**src/rtl/systolic_pkg.sv**
```systemverilog
// Shared types and widths for the systolic-array sequencer.
package systolic_pkg;

  localparam int unsigned ADDR_W = 10;
  localparam int unsigned DATA_W = 64;
  // Phase counter width; wide enough for N_IN/N_OUT up to 1024 and long flush windows.
  localparam int unsigned CNT_W  = 16;

  typedef enum logic [2:0] {
    StIdle,
    StLoad,
    StFeed,
    StFlush,
    StDrain,
    StRead
  } seq_state_e;

endpackage

```
**src/rtl/seq_res_buf.sv**
```systemverilog
// Single-entry result register: loads a word read from the output SRAM and holds
// it with valid high until the host takes it.
module seq_res_buf
  import systolic_pkg::*;
(
  input  logic              clk,
  input  logic              rst,
  input  logic              i_load,
  input  logic [DATA_W-1:0] i_data,
  input  logic              i_ready,
  output logic              o_valid,
  output logic [DATA_W-1:0] o_data,
  output logic              o_hs
);

  logic              r_valid;
  logic [DATA_W-1:0] r_data;

  // Load wins over the handshake; the sequencer never loads while a word is held.
  always_ff @(posedge clk or posedge rst) begin
    if (rst) begin
      r_valid <= 1'b0;
      r_data  <= '0;
    end else if (i_load) begin
      r_valid <= 1'b1;
      r_data  <= i_data;
    end else if (r_valid && i_ready) begin
      r_valid <= 1'b0;
    end
  end

  assign o_valid = r_valid;
  assign o_data  = r_data;
  assign o_hs    = r_valid & i_ready;

endmodule

```
**src/rtl/systolic_seq.sv**
```systemverilog
// Job sequencer for the 4x4 systolic array: load operands into the input SRAM,
// stream them into the array, flush, drain results into the output SRAM and
// return them to the host. Optional cycle counter under SEQ_PERF_CNT_EN.
module systolic_seq
  import systolic_pkg::*;
#(
  parameter int unsigned N_IN      = 10,
  parameter int unsigned N_OUT     = 4,
  parameter int unsigned FLUSH_CYC = 8
) (
  input  logic              clk,
  input  logic              rst,
  input  logic              start,
  input  logic              load_valid,
  input  logic [DATA_W-1:0] load_data,
  output logic              load_ready,
  output logic [DATA_W-1:0] ram_din,
  output logic              wr_in,
  output logic              input_en_ramin,
  output logic [ADDR_W-1:0] adder_in,
  output logic              input_en_sys,
  output logic              output_en_sys,
  output logic              input_en_ramout,
  output logic              wr_out,
  output logic [ADDR_W-1:0] adder_out,
  input  logic [DATA_W-1:0] rd_sram_out,
  output logic              res_valid,
  output logic [DATA_W-1:0] res_data,
  input  logic              res_ready,
  output logic              busy,
`ifdef SEQ_PERF_CNT_EN
  output logic [31:0]       cyc_cnt,
`endif
  output logic              done
);

  seq_state_e        r_state, w_state_d;
  logic [CNT_W-1:0]  r_cnt, w_cnt_d;
  logic              r_load_ready, w_load_ready_d;
  logic              r_ramin_cs, w_ramin_cs_d;
  logic [ADDR_W-1:0] r_adder_in, w_adder_in_d;
  logic              r_input_en_sys, w_input_en_sys_d;
  logic              r_output_en_sys, w_output_en_sys_d;
  logic              r_ramout_cs, w_ramout_cs_d;
  logic              r_wr_out, w_wr_out_d;
  logic [ADDR_W-1:0] r_adder_out, w_adder_out_d;
  logic              r_busy, w_busy_d;
  logic              r_done, w_done_d;

  logic              w_load_hs;
  logic              w_rd_capture;
  logic              w_res_hs;

  // Operand writes happen in the handshake cycle itself, so they bypass the registers.
  assign w_load_hs    = r_load_ready & load_valid;
  // A read issued this cycle has its data at the SRAM output by the next edge.
  assign w_rd_capture = (r_state == StRead) & r_ramout_cs & ~r_wr_out;

  // State and registered-output update.
  always_ff @(posedge clk or posedge rst) begin
    if (rst) begin
      r_state         <= StIdle;
      r_cnt           <= '0;
      r_load_ready    <= 1'b0;
      r_ramin_cs      <= 1'b0;
      r_adder_in      <= '0;
      r_input_en_sys  <= 1'b0;
      r_output_en_sys <= 1'b0;
      r_ramout_cs     <= 1'b0;
      r_wr_out        <= 1'b0;
      r_adder_out     <= '0;
      r_busy          <= 1'b0;
      r_done          <= 1'b0;
    end else begin
      r_state         <= w_state_d;
      r_cnt           <= w_cnt_d;
      r_load_ready    <= w_load_ready_d;
      r_ramin_cs      <= w_ramin_cs_d;
      r_adder_in      <= w_adder_in_d;
      r_input_en_sys  <= w_input_en_sys_d;
      r_output_en_sys <= w_output_en_sys_d;
      r_ramout_cs     <= w_ramout_cs_d;
      r_wr_out        <= w_wr_out_d;
      r_adder_out     <= w_adder_out_d;
      r_busy          <= w_busy_d;
      r_done          <= w_done_d;
    end
  end

  // Next state and next-cycle output values; r_cnt is the position within the phase.
  always_comb begin
    w_state_d         = r_state;
    w_cnt_d           = r_cnt;
    w_load_ready_d    = 1'b0;
    w_ramin_cs_d      = 1'b0;
    w_adder_in_d      = '0;
    w_input_en_sys_d  = 1'b0;
    w_output_en_sys_d = 1'b0;
    w_ramout_cs_d     = 1'b0;
    w_wr_out_d        = 1'b0;
    w_adder_out_d     = '0;
    w_done_d          = 1'b0;
    unique case (r_state)
      StIdle: begin
        if (start) begin
          w_state_d      = StLoad;
          w_cnt_d        = '0;
          w_load_ready_d = 1'b1;
        end
      end
      StLoad: begin
        w_load_ready_d = 1'b1;
        w_adder_in_d   = r_adder_in;
        if (w_load_hs) begin
          if (r_cnt == CNT_W'(N_IN - 1)) begin
            w_state_d      = StFeed;
            w_cnt_d        = '0;
            w_load_ready_d = 1'b0;
            w_ramin_cs_d   = 1'b1;
            w_adder_in_d   = '0;
          end else begin
            w_cnt_d      = r_cnt + 1'b1;
            w_adder_in_d = r_adder_in + 1'b1;
          end
        end
      end
      StFeed: begin
        // The array consumes one cycle behind each read.
        w_input_en_sys_d = r_ramin_cs;
        if (r_cnt == CNT_W'(N_IN)) begin
          w_cnt_d = '0;
          if (FLUSH_CYC == 0) begin
            w_state_d         = StDrain;
            w_output_en_sys_d = 1'b1;
          end else begin
            w_state_d = StFlush;
          end
        end else begin
          w_cnt_d = r_cnt + 1'b1;
          if (r_cnt < CNT_W'(N_IN - 1)) begin
            w_ramin_cs_d = 1'b1;
            w_adder_in_d = ADDR_W'(r_cnt + 1'b1);
          end
        end
      end
      StFlush: begin
        if (r_cnt == CNT_W'(FLUSH_CYC - 1)) begin
          w_state_d         = StDrain;
          w_cnt_d           = '0;
          w_output_en_sys_d = 1'b1;
        end else begin
          w_cnt_d = r_cnt + 1'b1;
        end
      end
      StDrain: begin
        // Each array output cycle is followed by a write of that word.
        w_ramout_cs_d = r_output_en_sys;
        w_wr_out_d    = r_output_en_sys;
        w_adder_out_d = r_output_en_sys ? ADDR_W'(r_cnt) : '0;
        if (r_cnt == CNT_W'(N_OUT)) begin
          w_state_d     = StRead;
          w_cnt_d       = '0;
          w_ramout_cs_d = 1'b1;
          w_wr_out_d    = 1'b0;
          w_adder_out_d = '0;
        end else begin
          w_cnt_d           = r_cnt + 1'b1;
          w_output_en_sys_d = (r_cnt < CNT_W'(N_OUT - 1));
        end
      end
      StRead: begin
        if (w_res_hs) begin
          if (r_cnt == CNT_W'(N_OUT - 1)) begin
            w_state_d = StIdle;
            w_cnt_d   = '0;
            w_done_d  = 1'b1;
          end else begin
            w_cnt_d       = r_cnt + 1'b1;
            w_ramout_cs_d = 1'b1;
            w_adder_out_d = ADDR_W'(r_cnt + 1'b1);
          end
        end
      end
      default: w_state_d = StIdle;
    endcase
    w_busy_d = (w_state_d != StIdle);
  end

  seq_res_buf u_res_buf (
    .clk     (clk),
    .rst     (rst),
    .i_load  (w_rd_capture),
    .i_data  (rd_sram_out),
    .i_ready (res_ready),
    .o_valid (res_valid),
    .o_data  (res_data),
    .o_hs    (w_res_hs)
  );

  assign load_ready      = r_load_ready;
  assign wr_in           = w_load_hs;
  assign ram_din         = w_load_hs ? load_data : '0;
  assign input_en_ramin  = r_ramin_cs | w_load_hs;
  assign adder_in        = r_adder_in;
  assign input_en_sys    = r_input_en_sys;
  assign output_en_sys   = r_output_en_sys;
  assign input_en_ramout = r_ramout_cs;
  assign wr_out          = r_wr_out;
  assign adder_out       = r_adder_out;
  assign busy            = r_busy;
  assign done            = r_done;

`ifdef SEQ_PERF_CNT_EN
  logic [31:0] r_cyc_cnt;

  // The start cycle counts as the first job cycle, so the total equals start-to-done latency.
  always_ff @(posedge clk or posedge rst) begin
    if (rst) begin
      r_cyc_cnt <= '0;
    end else if ((r_state == StIdle) && start) begin
      r_cyc_cnt <= 32'd1;
    end else if (r_busy && (r_cyc_cnt != '1)) begin
      r_cyc_cnt <= r_cyc_cnt + 1'b1;
    end
  end

  assign cyc_cnt = r_cyc_cnt;
`endif

endmodule

```
**config.mk**
```make
export PLATFORM = sky130hd
export DESIGN_NAME = systolic_seq
export DESIGN_NICKNAME = d
export VERILOG_FILES = /design/src/rtl/systolic_pkg.sv /design/src/rtl/seq_res_buf.sv /design/src/rtl/systolic_seq.sv
export SDC_FILE = /design/constraint.sdc
export NUM_CORES = 1
export LEC_CHECK = 0
export ABC_AREA = 1
export ABC_CLOCK_PERIOD_IN_PS = 2600
export CORE_MARGIN = 4
export CORE_UTILIZATION = 40
export DETAILED_ROUTE_END_ITERATION = 6
export PLACE_DENSITY = 0.84
export SKIP_LAST_GASP = 1
export SLEW_MARGIN = 10
export SYNTH_ARGS = -nofsm -noshare
export SYNTH_HDL_FRONTEND = slang
export SYNTH_HIERARCHICAL = 1
export SYNTH_SLANG_ARGS = --single-unit
```
**constraint.sdc**
```tcl
create_clock -name clk -period 2.6 [get_ports clk]
set_input_delay 0.52 -clock clk [delete_from_list [all_inputs] [get_ports clk]]
set_output_delay 0.52 -clock clk [all_outputs]
set_load 0.02 [all_outputs]
```
## Word level (Yosys, flattened, before mapping)

Index checks and enable logic that the tools add are counted.

- Input bits: 133
- Output and inout port bits: 158
- Register bits: 112

- $add $sub $neg: 2
- Muxes and demuxes: 53
- Equality and inequality tests: 13
- Reduce and logical (&&, ||, !) cells: 6
- Order comparisons: 2
- Bitwise gates (word level): 6

Operators with widths:

| kind | count |
|---|---|
| $mux W16 | 8 |
| $pmux W16 S6 | 1 |
| $mux W10 | 8 |
| $mux W64 | 1 |
| $pmux W10 S2 | 2 |
| $eq A16 B3 Y1 const B | 2 |
| $eq A16 B4 Y1 const B | 2 |
| $mux W3 | 8 |
| $mux W1 | 20 |
| $pmux W3 S6 | 1 |
| $add A16 B1 Y16 const B | 1 |
| $eq A16 B2 Y1 const B | 1 |
| $lt A16 B2 Y1 const B | 1 |
| $lt A16 B4 Y1 const B | 1 |
| $add A10 B1 Y10 const B | 1 |
| $pmux W1 S2 | 4 |
| $eq A3 B2 Y1 const B | 2 |
| $eq A3 B3 Y1 const B | 2 |
| $reduce_bool A6 Y1 | 1 |
| $and A1 B1 Y1 | 4 |
| $ne A2 B2 Y1 const B | 2 |
| $reduce_and A4 Y1 | 1 |
| $eq A3 B1 Y1 const B | 1 |
| $logic_not A3 Y1 | 1 |
| other kinds (6) | 6 |

## Longest topological paths before layout

Gate-level depths: netlist of run 1.

- Depth in word-level cells: 5
- Depth in mapped cells: 12
- Mapped depth without buffers: 11

## Hierarchy

Netlist of run 1, hierarchy kept.

Modules (own cells, without submodules):

| module | times used | cells an instance | area an instance (um2) |
|---|---|---|---|
| systolic_seq | 1 | 507 | 3,370.7 |
| seq_res_buf | 1 | 278 | 2,528.7 |

## Worst setup path after synthesis of run 1

OpenSTA, ideal clock, no wires.

- Path type: input-to-output
- From: input port load_valid
- To: output port input_en_ramin
- Stages: 4
- Data arrival time: 1,426 ps
- Path buffers: 2
- Data required time: 2,080 ps
- Setup slack: 654 ps
- Cell sequence: nand2_1 -> clkbuf_1 -> buf_1 -> nand2_1

- Word-level cells in the longest chain between the ends: 2

Ends and longest elaborated chain:

| what | line | text |
|---|---|---|
| from (decl) | systolic_seq.sv:14 | `input logic load_valid,` |
| $and A1 B1 Y1 | systolic_seq.sv:55 | `assign w_load_hs = r_load_ready & load_valid;` |
| $or A1 B1 Y1 | systolic_seq.sv:203 | `assign input_en_ramin = r_ramin_cs \| w_load_hs;` |
| to (decl) | systolic_seq.sv:19 | `output logic input_en_ramin,` |

No other way between the ends.

## Final worst setup path of run 1

- From: input port load_valid
- To: output port ram_din[41]

- Word-level cells in the longest chain between the ends: 2

Ends and longest elaborated chain:

| what | line | text |
|---|---|---|
| $and A1 B1 Y1 | systolic_seq.sv:55 |  |
| $mux W64 | systolic_seq.sv:202 | `assign ram_din = w_load_hs ? load_data : '0;` |
| to (decl) | systolic_seq.sv:17 | `output logic [DATA_W-1:0] ram_din,` |

No other way between the ends.

==> key figures, run 1 <==
Placement
  – Post-DP Area: between 8000 and 9000 um^2
  – Routability-driven placement congestion ratio: around 0.90
  – Half-perimeter wire length after placement: between 15000 and 20000 um
  – Port Buffer Count: 290
  – Placed insts: approximately 1200

Final layout
  – # diodes: 0
  – Area delta synth->final: 57.56%
  – Seq. cell area: ~2800 um^2
  – NumNets Final: roughly 1200
  – Multi-input logic area: around 2500 um^2
  – Layout cell share with drive strength beyond 1: under 10%
  – Finished Layout Cells: about 1300
  – Filler Cell Count: between 1000 and 1500
  – Post-route cell area: 9295 um^2

Timing
  – Finish-stage setup viols: 0
  – Slew headroom: slightly below 70%
  – Clk_skew: around 0.009 ns
  – RSZ-0062 raised after global routing: no
  – Worst Max-Slew Pin Slew: around 0.46 ns
  – Final Cycle Share: between 90 and 100%
  – Max Freq: slightly below 400 MHz
  – Fin. Hold Viols: 0
  – Fin. max-slew vios: 0
  – Crit path time final: between 2 and 3 ns

Yosys
  – Simple-gate portion of the synthesized area: around a third
  – Mux share of post-synthesis cell area: 0%
  – Post-synthesis net count: ~930
  – Cell variety after synth: 36
  – Register area share after synthesis: a little under half
  – Syn Area/Cell: 7.515 um^2
  – Synth Area in XOR/XNOR: 1.633%
  – Synth Register Bits: between 100 and 150
  – Async SR Flop Fraction: 100.0%
  – Syn Inst Count: ~790
  – Yosys Warn Count: 6
  – Mapped cell area: approximately 5900 um^2
  – Largest family of logic cells by synthesized area: simple AND/OR/NAND/NOR gates
  – Compound-Gate Fraction of Synth Area: about 4.6%
  – Post-synth EDFFs: 0
  – Top FF cell, synth: dfrtp_1
  – Synth Area in Adders: under 10%

Floorplan
  – Core area: between 10000 and 15000 um^2
  – Die area: roughly 17000 um^2
  – I/O pins: 291
  – Die Height: roughly 130 um
  – Die X: 129.4 um
  – Initial core utilization: 40.74%
  – FP Rows: 44

CTS
  – TritonCTS clock tree: yes
  – Htree depth: 3
  – Cts bufs inserted: 9
  – # hold bufs at CTS: 0
  – CTS root buf: clkbuf_16
  – Clk slew on worst S/H paths: 0.07 ns
  – Setup Buffers After CTS: 0
  – CTS max path bufs: 2
  – Worst-Skew Late Latency: ~0.36 ns
  – Num Clock Sinks: 112
  – Number of gates resized after CTS: 1

Drt
  – Vias per inst: about 4.7
  – Via count: a little under 6000
  – Routed WL per cell: ~16 um
  – # DRC: 0
  – 1st-pass router iterations: 5
  – Initial DRC Count: around 380
  – Post-route ant nets: 0
  – Total Routed Length: 20640 um

Worst setup path
  – Kind of critical path: input pin to output pin
  – Crit. End Element: output pin
  – Crit path DAT: slightly above 2 ns
  – Worst setup SP type: input pin
  – Required @ worst endpoint: around 2.1 ns
  – Worst Path Max Fanout: 67

Min path
  – Class of the worst hold path: flip-flop to flip-flop

Global routing
  – GRT Residual Overflow: 0
  – Total GRT Usage: approximately 23%
  – Number of global-route vias before repair: between 5000 and 6000
  – Pin count of the biggest net entering global routing: between 60 and 70
  – Initial antenna violation count: 0
  – First-pass GRT wire length: 29840 um

Outcome
  – Outcome: finished, final reports clean

Power
  – Power per cell area: approximately 620 nW/um^2
  – Leak: about 4.6 nW
  – Worst VDD drop: roughly 0.65 mV
  – Total Power: 5.800 mW

Flow run
  – Max cap viols: 0
[logic make-up after synthesis]
| family | after synthesis |
|---|---|
| flip-flops | 112 |
| AO/OA/AOI/OAI | 49 |
| adder cells (fa/ha/maj) | 9 |
| XOR/XNOR | 11 |
| AND/OR/NAND/NOR | 466 |
| buffers and inverters | 138 |
[per-stage QoR]
| stage | worst slack, ns | utilization [%] | setup TNS (ns) | hold WS [ns] |
|---|---|---|---|---|
| finish | 0.02006 | 64.20 | 0 | 0.4726 |
| global route | 0.003971 | 64.20 | 0 | 0.4922 |
| CTS | 0.004662 | 63.85 | 0 | 0.4756 |
| detailed placement | -0.02108 | 61.92 | -0.02108 | 0.4570 |
| global placement | 0.03035 | 61.92 | 0 | 0.4519 |
| floorplan | 0.4535 | - | 0 | 0.4599 |
[cell usage after synthesis, types with 2 or more instances]
cell type  instances  area (um^2)
nand3_2            9        90.09
buf_2              3        15.01
inv_2              2        7.510
buf_4              2        15.01
inv_1            106        397.9
dfrtp_1          112         2803
xor2_1             7        61.31
nand2_1          303         1137
clkbuf_1           8        30.03
nand2_4            2        22.52
o21bai_1           4        30.03
a31oi_1            3        18.77
a21oi_1           26        130.1
nand2_2            8        50.05
xnor2_1            4        35.03
nand4_1            3        18.77
o211ai_1           3        22.52
nor2_2             4        25.02
nor2_1           101        379.1
buf_6             12        135.1
clkbuf_8           3        41.29
ha_1               9        112.6
o21ai_0           11        55.05
nand3_1           24        120.1
nand3_4            2        35.03
nor3_1             4        20.02
[flip-flops by register name, summed over array words and instances (netlist names)]
register,cells
r_cnt,16
wr_out,1
busy,1
u_res_buf/o_data,64
output_en_sys,1
adder_in,10
input_en_sys,1
load_ready,1
r_state,3
done,1
input_en_ramout,1
r_ramin_cs,1
u_res_buf/o_valid,1
adder_out,10
[per-layer routing]
layer	track usage (%)	share of wire (%)	vias to the layer above
li1	-	-	2913
met1	28.02	39	2761
met2	37.84	49	216
met3	7.708	8.0	36
met4	9.597	4.1	0
met5	0	0	-
[final timing paths]
kind	startpoint	to	slack, ns	cells after the start
hold reg to reg	u_res_buf/o_data[20]$_DFFE_PP0P_	u_res_buf/o_data[20]$_DFFE_PP0P_	0.47	2
max in group asynchronous	rst	u_res_buf/o_data[52]$_DFFE_PP0P_	1.72	3
setup / recovery	load_valid	ram_din[41]	0.02	5
min in group asynchronous	rst	adder_out[2]$_DFF_PP0_	0.56	3
hold / removal	u_res_buf/o_data[20]$_DFFE_PP0P_	u_res_buf/o_data[20]$_DFFE_PP0P_	0.47	2
setup reg to reg	r_state[1]$_DFF_PP0_	u_res_buf/o_data[60]$_DFFE_PP0P_	0.67	9
[cell type report]
class / count / area share, %
timing repair buffer: 300 / 33.50
clock inverter: 5 / 0.5250
tap: 184 / 2.477
sequential: 112 / 30.15
multi-input combinational: 535 / 26.44
inverter: 109 / 4.402
clock buffer: 11 / 2.504
[layout by cell type, fill, tap and decap left out, types with 2 or more instances in the layout]
| master | n |
|---|---|
| nor3_1 | 4 |
| nand4_1 | 3 |
| buf_4 | 3 |
| a31oi_1 | 3 |
| clkdlybuf4s50_1 | 269 |
| nand2_2 | 9 |
| nand3_1 | 24 |
| o21bai_1 | 4 |
| nor2_2 | 4 |
| inv_1 | 104 |
| nand2_4 | 2 |
| inv_6 | 2 |
| xnor2_1 | 4 |
| xor2_1 | 7 |
| a21oi_1 | 26 |
| dlymetal6s2s_1 | 20 |
| nand3_4 | 2 |
| clkbuf_1 | 2 |
| o21ai_0 | 11 |
| nor2_1 | 100 |
| o211ai_1 | 3 |
| nor2_4 | 2 |
| clkbuf_16 | 9 |
| inv_8 | 2 |
| inv_2 | 4 |
| nand2_1 | 302 |
| nand3_2 | 9 |
| dfrtp_1 | 112 |
| buf_12 | 7 |
| ha_1 | 9 |
[where the power goes]
part / internal, mW / switching, mW
registers: 1.84 / 0.134
logic: 1.02 / 1.47
clock network: 0.674 / 0.664
total: 3.54 / 2.26
[worst max-delay path, cell delays in order]
cell and delay [ns]:
clkdlybuf4s50_1 0.48, nand2_2 0.07, buf_12 0.20, nor2_1 0.13, clkdlybuf4s50_1 0.63
(Power assumes the default switching activity.)
==> run 2: changes to the inputs <==
- GPL_ROUTABILITY_DRIVEN: unset -> 0
- SLEW_MARGIN: 10 -> unset
==> results of run 2 <==
Final layout, timing and power as in run 1 (identical DEF).
